[src/rtl/psg_attenuation_scheduler.sv]
// Shares one attenuation lookup across the PSG channels: on each accepted sample tick the
// snapshotted channels are visited one per clock and their volumes summed into mix_out.
module psg_attenuation_scheduler #(
  parameter int CONTROL_BITS = 4,
  parameter int VOLUME_BITS  = 14,
  parameter int CHANNELS     = 4,
  localparam int IDX_W       = (CHANNELS > 1) ? $clog2(CHANNELS) : 1,
  localparam int MIX_W       = VOLUME_BITS + IDX_W
) (
  input  logic                    clk,
  input  logic                    reset,
  input  logic                    sample_tick,
  input  logic [CHANNELS-1:0]     channel_in,
  input  logic                    wr_en,
  input  logic [IDX_W-1:0]        wr_chan,
  input  logic [CONTROL_BITS-1:0] wr_value,
  output logic [MIX_W-1:0]        mix_out,
  output logic                    mix_valid,
  output logic                    busy,
  output logic                    overrun
);

  typedef enum logic {IDLE, ACC} state_t;

  localparam logic [IDX_W-1:0] LAST   = IDX_W'(CHANNELS - 1);
  localparam logic [IDX_W:0]   CH_LIM = (IDX_W + 1)'(CHANNELS);

  state_t                  state, state_nx;
  logic [IDX_W-1:0]        idx;
  logic [MIX_W-1:0]        acc;
  logic [CONTROL_BITS-1:0] att        [CHANNELS];
  logic [CONTROL_BITS-1:0] shadow_att [CHANNELS];
  logic [CHANNELS-1:0]     shadow_in;
  logic [VOLUME_BITS-1:0]  lut_out;
  logic [MIX_W-1:0]        term;

  // 2 dB per step, full scale 16383 at code 0, code 15 mutes.
  function automatic logic [VOLUME_BITS-1:0] atten_lut(input logic in,
                                                       input logic [CONTROL_BITS-1:0] code);
    int v;
    case (code)
      CONTROL_BITS'(0):  v = 16383;
      CONTROL_BITS'(1):  v = 13013;
      CONTROL_BITS'(2):  v = 10337;
      CONTROL_BITS'(3):  v = 8211;
      CONTROL_BITS'(4):  v = 6522;
      CONTROL_BITS'(5):  v = 5181;
      CONTROL_BITS'(6):  v = 4115;
      CONTROL_BITS'(7):  v = 3269;
      CONTROL_BITS'(8):  v = 2597;
      CONTROL_BITS'(9):  v = 2062;
      CONTROL_BITS'(10): v = 1638;
      CONTROL_BITS'(11): v = 1301;
      CONTROL_BITS'(12): v = 1034;
      CONTROL_BITS'(13): v = 821;
      CONTROL_BITS'(14): v = 652;
      default:           v = 0;
    endcase
    return in ? VOLUME_BITS'(v) : '0;
  endfunction

  assign lut_out = atten_lut(shadow_in[idx], shadow_att[idx]);
  assign term    = MIX_W'(lut_out);

  always_ff @(posedge clk) begin
    if (reset) state <= IDLE;
    else       state <= state_nx;
  end

  always_comb begin
    state_nx = state;
    case (state)
      IDLE:    if (sample_tick) state_nx = ACC;
      ACC:     if (idx == LAST) state_nx = IDLE;
      default: state_nx = IDLE;
    endcase
  end

  always_comb begin
    busy = (state == ACC);
  end

  // Snapshot on accept; the sequence then reads only the shadow copies.
  always_ff @(posedge clk) begin
    if (reset) begin
      idx       <= '0;
      acc       <= '0;
      mix_out   <= '0;
      mix_valid <= 1'b0;
      overrun   <= 1'b0;
      for (int i = 0; i < CHANNELS; i++) att[i] <= '1;
    end else begin
      mix_valid <= 1'b0;
      overrun   <= 1'b0;
      if (wr_en && ({1'b0, wr_chan} < CH_LIM)) att[wr_chan] <= wr_value;
      case (state)
        IDLE: begin
          if (sample_tick) begin
            shadow_in <= channel_in;
            for (int i = 0; i < CHANNELS; i++) shadow_att[i] <= att[i];
            acc <= '0;
            idx <= '0;
          end
        end
        ACC: begin
          overrun <= sample_tick;
          if (idx == LAST) begin
            mix_out   <= acc + term;
            mix_valid <= 1'b1;
          end else begin
            acc <= acc + term;
            idx <= idx + 1'b1;
          end
        end
        default: ;
      endcase
    end
  end

endmodule

[config.mk]
export PLATFORM = sky130hd
export DESIGN_NAME = psg_attenuation_scheduler
export DESIGN_NICKNAME = d
export VERILOG_FILES = /design/src/rtl/psg_attenuation_scheduler.sv
export SDC_FILE = /design/constraint.sdc
export NUM_CORES = 1
export LEC_CHECK = 0
export CAP_MARGIN = 20
export CELL_PAD_IN_SITES_DETAIL_PLACEMENT = 2
export CELL_PAD_IN_SITES_GLOBAL_PLACEMENT = 2
export CORE_MARGIN = 4
export CORE_UTILIZATION = 34
export CTS_CLUSTER_DIAMETER = 120
export DETAILED_ROUTE_END_ITERATION = 10
export GPL_ROUTABILITY_DRIVEN = 0
export GPL_TIMING_DRIVEN = 0
export HOLD_SLACK_MARGIN = 0.08
export PLACE_DENSITY = 0.74
export SYNTH_ARGS = -nofsm -noshare
export SYNTH_HDL_FRONTEND = slang
export SYNTH_SLANG_ARGS = --single-unit
[constraint.sdc]
create_clock -name clk -period 3.8 [get_ports clk]
set_input_delay 0.57 -clock clk [delete_from_list [all_inputs] [get_ports clk]]
set_output_delay 0.57 -clock clk [all_outputs]
set_load 0.01 [all_outputs]
# After elaboration in Yosys (flattened, before gate mapping)
# Memories as Yosys holds them, arrays and structs flattened. A register that Yosys moved wholly into a read port is not among the register bits.
# Cells that the tools add are included.
# totals
regBits	41
mem_bits_rw	32
romBits	224
output_inout_bits	19
elab_cells	49
memories	3
# classes
add_sub_neg	2
magnitude_cmp	1
n_eq_ne	3
muxes	26
bitwise_logic	2
n_reduce_logical	5
# mem_list
name	words	width	read_ports	rd_ports_with_merged_regs	write_ports	line_no	source
(name not given)	16	14	1	0	0	41	case (code)
att	4	4	4	0	4	31	logic [CONTROL_BITS-1:0] att [CHANNELS];
shadow_att	4	4	1	1	4	32	logic [CONTROL_BITS-1:0] shadow_att [CHANNELS];
# ops
operator	n
$mux W16	2
$pmux W16 S2	1
$add A16 B14 Y16	1
$mux W14	1
$mux W1	13
$mux W2	5
$mux W4	1
$ne A2 B2 Y1 const B	2
$pmux W2 S2	1
$reduce_and A2 Y1	2
$reduce_or A4 Y1	1
$lt A2 B3 Y1 const B	1
$reduce_and A3 Y1	1
$add A2 B1 Y2 const B	1
$bmux W1 S2	1
$eq A2 B2 Y1 const B	1
$not A1 Y1	2
$pmux W1 S2	1
$reduce_or A2 Y1	1

# Depth between registers and ports, before layout
# logic_depth
word_depth	6
depth_mapped	16
depth_no_buf	14

# Least setup slack after synthesis
# OpenSTA, ideal clock, no wires.
# synth_path
path_kind	flip-flop to flip-flop
startpoint	register with a tool-made name
endpoint	register acc[14]
t_arrival_ns	3.679
required_ns	3.730
setup_slack_ns	0.051
stages_incl_launch_ff	16
path_buffers	1
period_less_slack_ns	3.749
cell_sequence	dfxtp_1 buf_2 mux4_2 inv_1 ha_1 nor2_1 a21oi_1 a21oi_1 ha_1 fa_1 a21o_2 a221o_2 a31oi_1 o31a_1 mux2_1 a21oi_1
# synth_lines
item	line_no	source
end signal, assigned	111	acc <= acc + term;
end, declared	30	logic [MIX_W-1:0] acc;

==> flow_summary.ini <==
[clock_network]
clock_latency_ns = 0.35
hold_buffers = 0
htreeDepth = 3
clock_path_buffers = 2
cts_root_buf = clkbuf_16
worst_setup_hold_path_clk_slew_ns = 0.07
numCtsBuffers = 9
cts.sink_count = 75
clock_tree_from_tritoncts = yes

[detailed_routing]
route.detailed.vias_per_inst = 5.57
drt_drc_violations_left = 0
postRouteAntennaNets = 0
routedWlPerCell_um = 24.1
num_vias = 3356
drtPass1Iterations = 6
drt-total-wl_um = 14500
drt_initial_violations = 129

[synthesis]
synth-adder-area-share_pct = 7.22
synth.area.mux_share_pct = 4.47
synthesized_flop_and_latch_total = 75
post_synth_inst_count = 383
synth_warnings = 0
synthesized_area_fraction_occupied_by_ao_oa_aoi_and_oai_cells_pct = 16.7
synth_seq_area_share_pct = 47.5
post_synth_main_area_contributors = edfxtp_1, dfxtp_1, ha_1
synth-async-reset-ratio_pct = 0
synth_xor_area_share_pct = 2.68
synth_ff_type = dfxtp_1
synth.lib_cells_used.distinct = 64
synth_largest_type_area_fraction_pct = 27.6
synth_area_sq_um = 3920
synth_top_family_by_area = simple AND/OR/NAND/NOR gates
synth_enable_flop_cells = 36
mapped_nets = 419
synth_top_cell_by_area = edfxtp_1
simple_gate_share_of_the_synthesized_area_pct = 16.9
avgSynthCellArea_sq_um = 10.2

[layout]
fin_area_sq_um = 5350
area_delta_synth_final_pct = 36.5
mostFrequentLayoutCells = nand2_1, dfxtp_1, edfxtp_1, clkdlybuf4s50_1, nor2_1
final_non_filler_cell_total = 602
fillers = 1141
nets = 493
layout-drive-gt1-share_pct = 27.1
final_common_cell = nand2_1
final_util_pct = 48.3
diodes = 0

[global_route]
via_count_of_the_first_global_routing_pass = 3651
grt_antenna_before_repair = 0
grt_first_pass_wirelength_um = 20600
largest_net_degree_at_the_start_of_global_routing = 17
groute.usage.overall_pct = 20.7
global_route_overflow = 0

[timing]
period_minus_slack_ns = 3.88
worst_clock_skew_ns = 0.00960
timing.final.max_slew_violations = 0
worst_hold_slack_ns = 0.433
relSlewSlack_pct = 51.3
post-route-period-util_pct = 102
timing_worst_slew_pin_value_ns = 0.731
rsz0062_at_grt = true
final_setup_fails = 4
finalHoldViolCount = 0
final_critical_path_setup_slack_ns = -0.0758
max_freq_ghz = 0.258

[hold_path]
worst_hold_path_type = reg -> reg
hold_path_end = shadow_att[3][2]
min-delay-start = att[3][2]
hold-path-cell-count = 0

[power_and_ir_drop]
power_leakage_nw = 2.03
irDropWorstVdd_mv = 0.268
powerDensity_nw_per_um2 = 443

[placed_design]
number_of_placed_instances_taps_included = 556
detailedPlacementHpwl_um = 9150
io_buffers = 32
placed_area_sq_um = 4420
dp_slack_ns = -0.621

[floorplan]
num_rows = 38
io_pins = 33
fp.dieW_um = 115
die_h_um = 115
core_area_sq_um = 11100
die-area_sq_um = 13300
initial_core_util_pct = 35.4

[run_status]
outcome = finished, violations left
failing_checks = setup timing

[critical_path]
rr_worst_depth = 16
start_kind = register
timing.setup.critical_path_class = reg -> reg
critPathCaptureType = register
r2r_setup_slack_ns = -0.08
r2r-end = acc[14]
arrival_ns = 4.15
worst_path_max_fanout = 4
worst_ep_required_time_ns = 4.07

[job]
maxCapViolations = 0
[kinds of logic (layout without fill, tap and decap cells)]
kind of cell | Yosys count | count (layout)
AND/OR/NAND/NOR | 136 | 136
AO/OA/AOI/OAI | 98 | 98
multiplexers | 11 | 11
buffers and inverters | 29 | 108
flip-flops | 75 | 75
adder cells (fa/ha/maj) | 22 | 22
XOR/XNOR | 12 | 12
[synth_stat cells, types with 5 or more instances]
master and number:
inv_1 10, ha_1 21, dfxtp_1 39, nor3_1 5
nand2b_1 17, nand2_1 41, a22oi_1 8, o21ai_0 16
clkbuf_1 7, edfxtp_1 36, and2_1 5, and3_1 6
nor2b_1 5, a21o_1 6, a211oi_1 6, xnor2_1 9
nand3_1 6, mux4_2 5, a22o_1 6, a21oi_1 29
nor2_1 33
[report_power, final]
part,switching (mW),internal [mW],total (mW)
clock,0.403,0.530,0.933
sequential,0.0237,0.886,0.910
combinational,0.295,0.228,0.523
total,0.722,1.64,2.37
[state kept, by name (all words and copies together), names as in the netlist, named ones only]
signal / flops
acc: 16
att: 16
busy: 1
idx: 2
mix_out: 16
mix_valid: 1
overrun: 1
shadow_att: 16
shadow_in: 4
[metal layers]
layer / routed length, um / up-vias / track usage (%)
met1: 6310 / 1702 / 25.6
met4: 354 / 0 / 7.12
met2: 7440 / 76 / 35.3
li1: - / 1543 / -
met3: 419 / 35 / 5.11
met5: 0 / - / 0
[how the worst max path moves through the flow]
stage	slack, ns	from	end
final	-0.08	register	acc[14]
after global routing	-0.21	register	mix_out[14]
after CTS	-0.006	register	mix_out[15]
after detailed placement	-0.62	register	acc[14]
after global placement	-0.50	register	acc[14]
after floorplan	0.05	register	acc[14]
[cell type report]
cell class                 count  area, sq um  share of cell area (%)
timing repair buffer          63          569                    10.6
buffer                        19          158                    2.95
multi-input combinational    279         2220                    41.5
clock buffer                   9          225                    4.21
inverter                      10         42.5                   0.796
clock inverter                 7         95.1                    1.78
tap                          140          175                    3.28
sequential                    75         1860                    34.8
[metrics by stage]
stage	total power, mW	setup TNS, ns
floorplan	1.16	0
global placement	1.27	-4.00
detailed placement	1.30	-7.01
CTS	2.28	-0.00780
global route	2.46	-1.30
finish	2.37	-0.198
[repair_timing]
action,in CTS,in global routing
setup endpoints to repair,25,16
hold endpoints to repair,0,0
gates resized for setup,40,46
buffers inserted,16,15
pin swaps,17,29
[critical path: stages (launching register included)]
cell and delay, ns:
dfxtp_2 0.32, buf_6 0.12, mux4_2 0.54, buf_6 0.15
inv_6 0.06, ha_4 0.14, nand2_4 0.08, o21ai_2 0.16
a21oi_2 0.06, ha_2 0.21, fa_2 0.39, a21o_4 0.24
a221o_2 0.40, a31oi_4 0.22, o31a_1 0.24, mux2_4 0.33
a21oi_2 0.13
(Power assumes the default switching activity.)
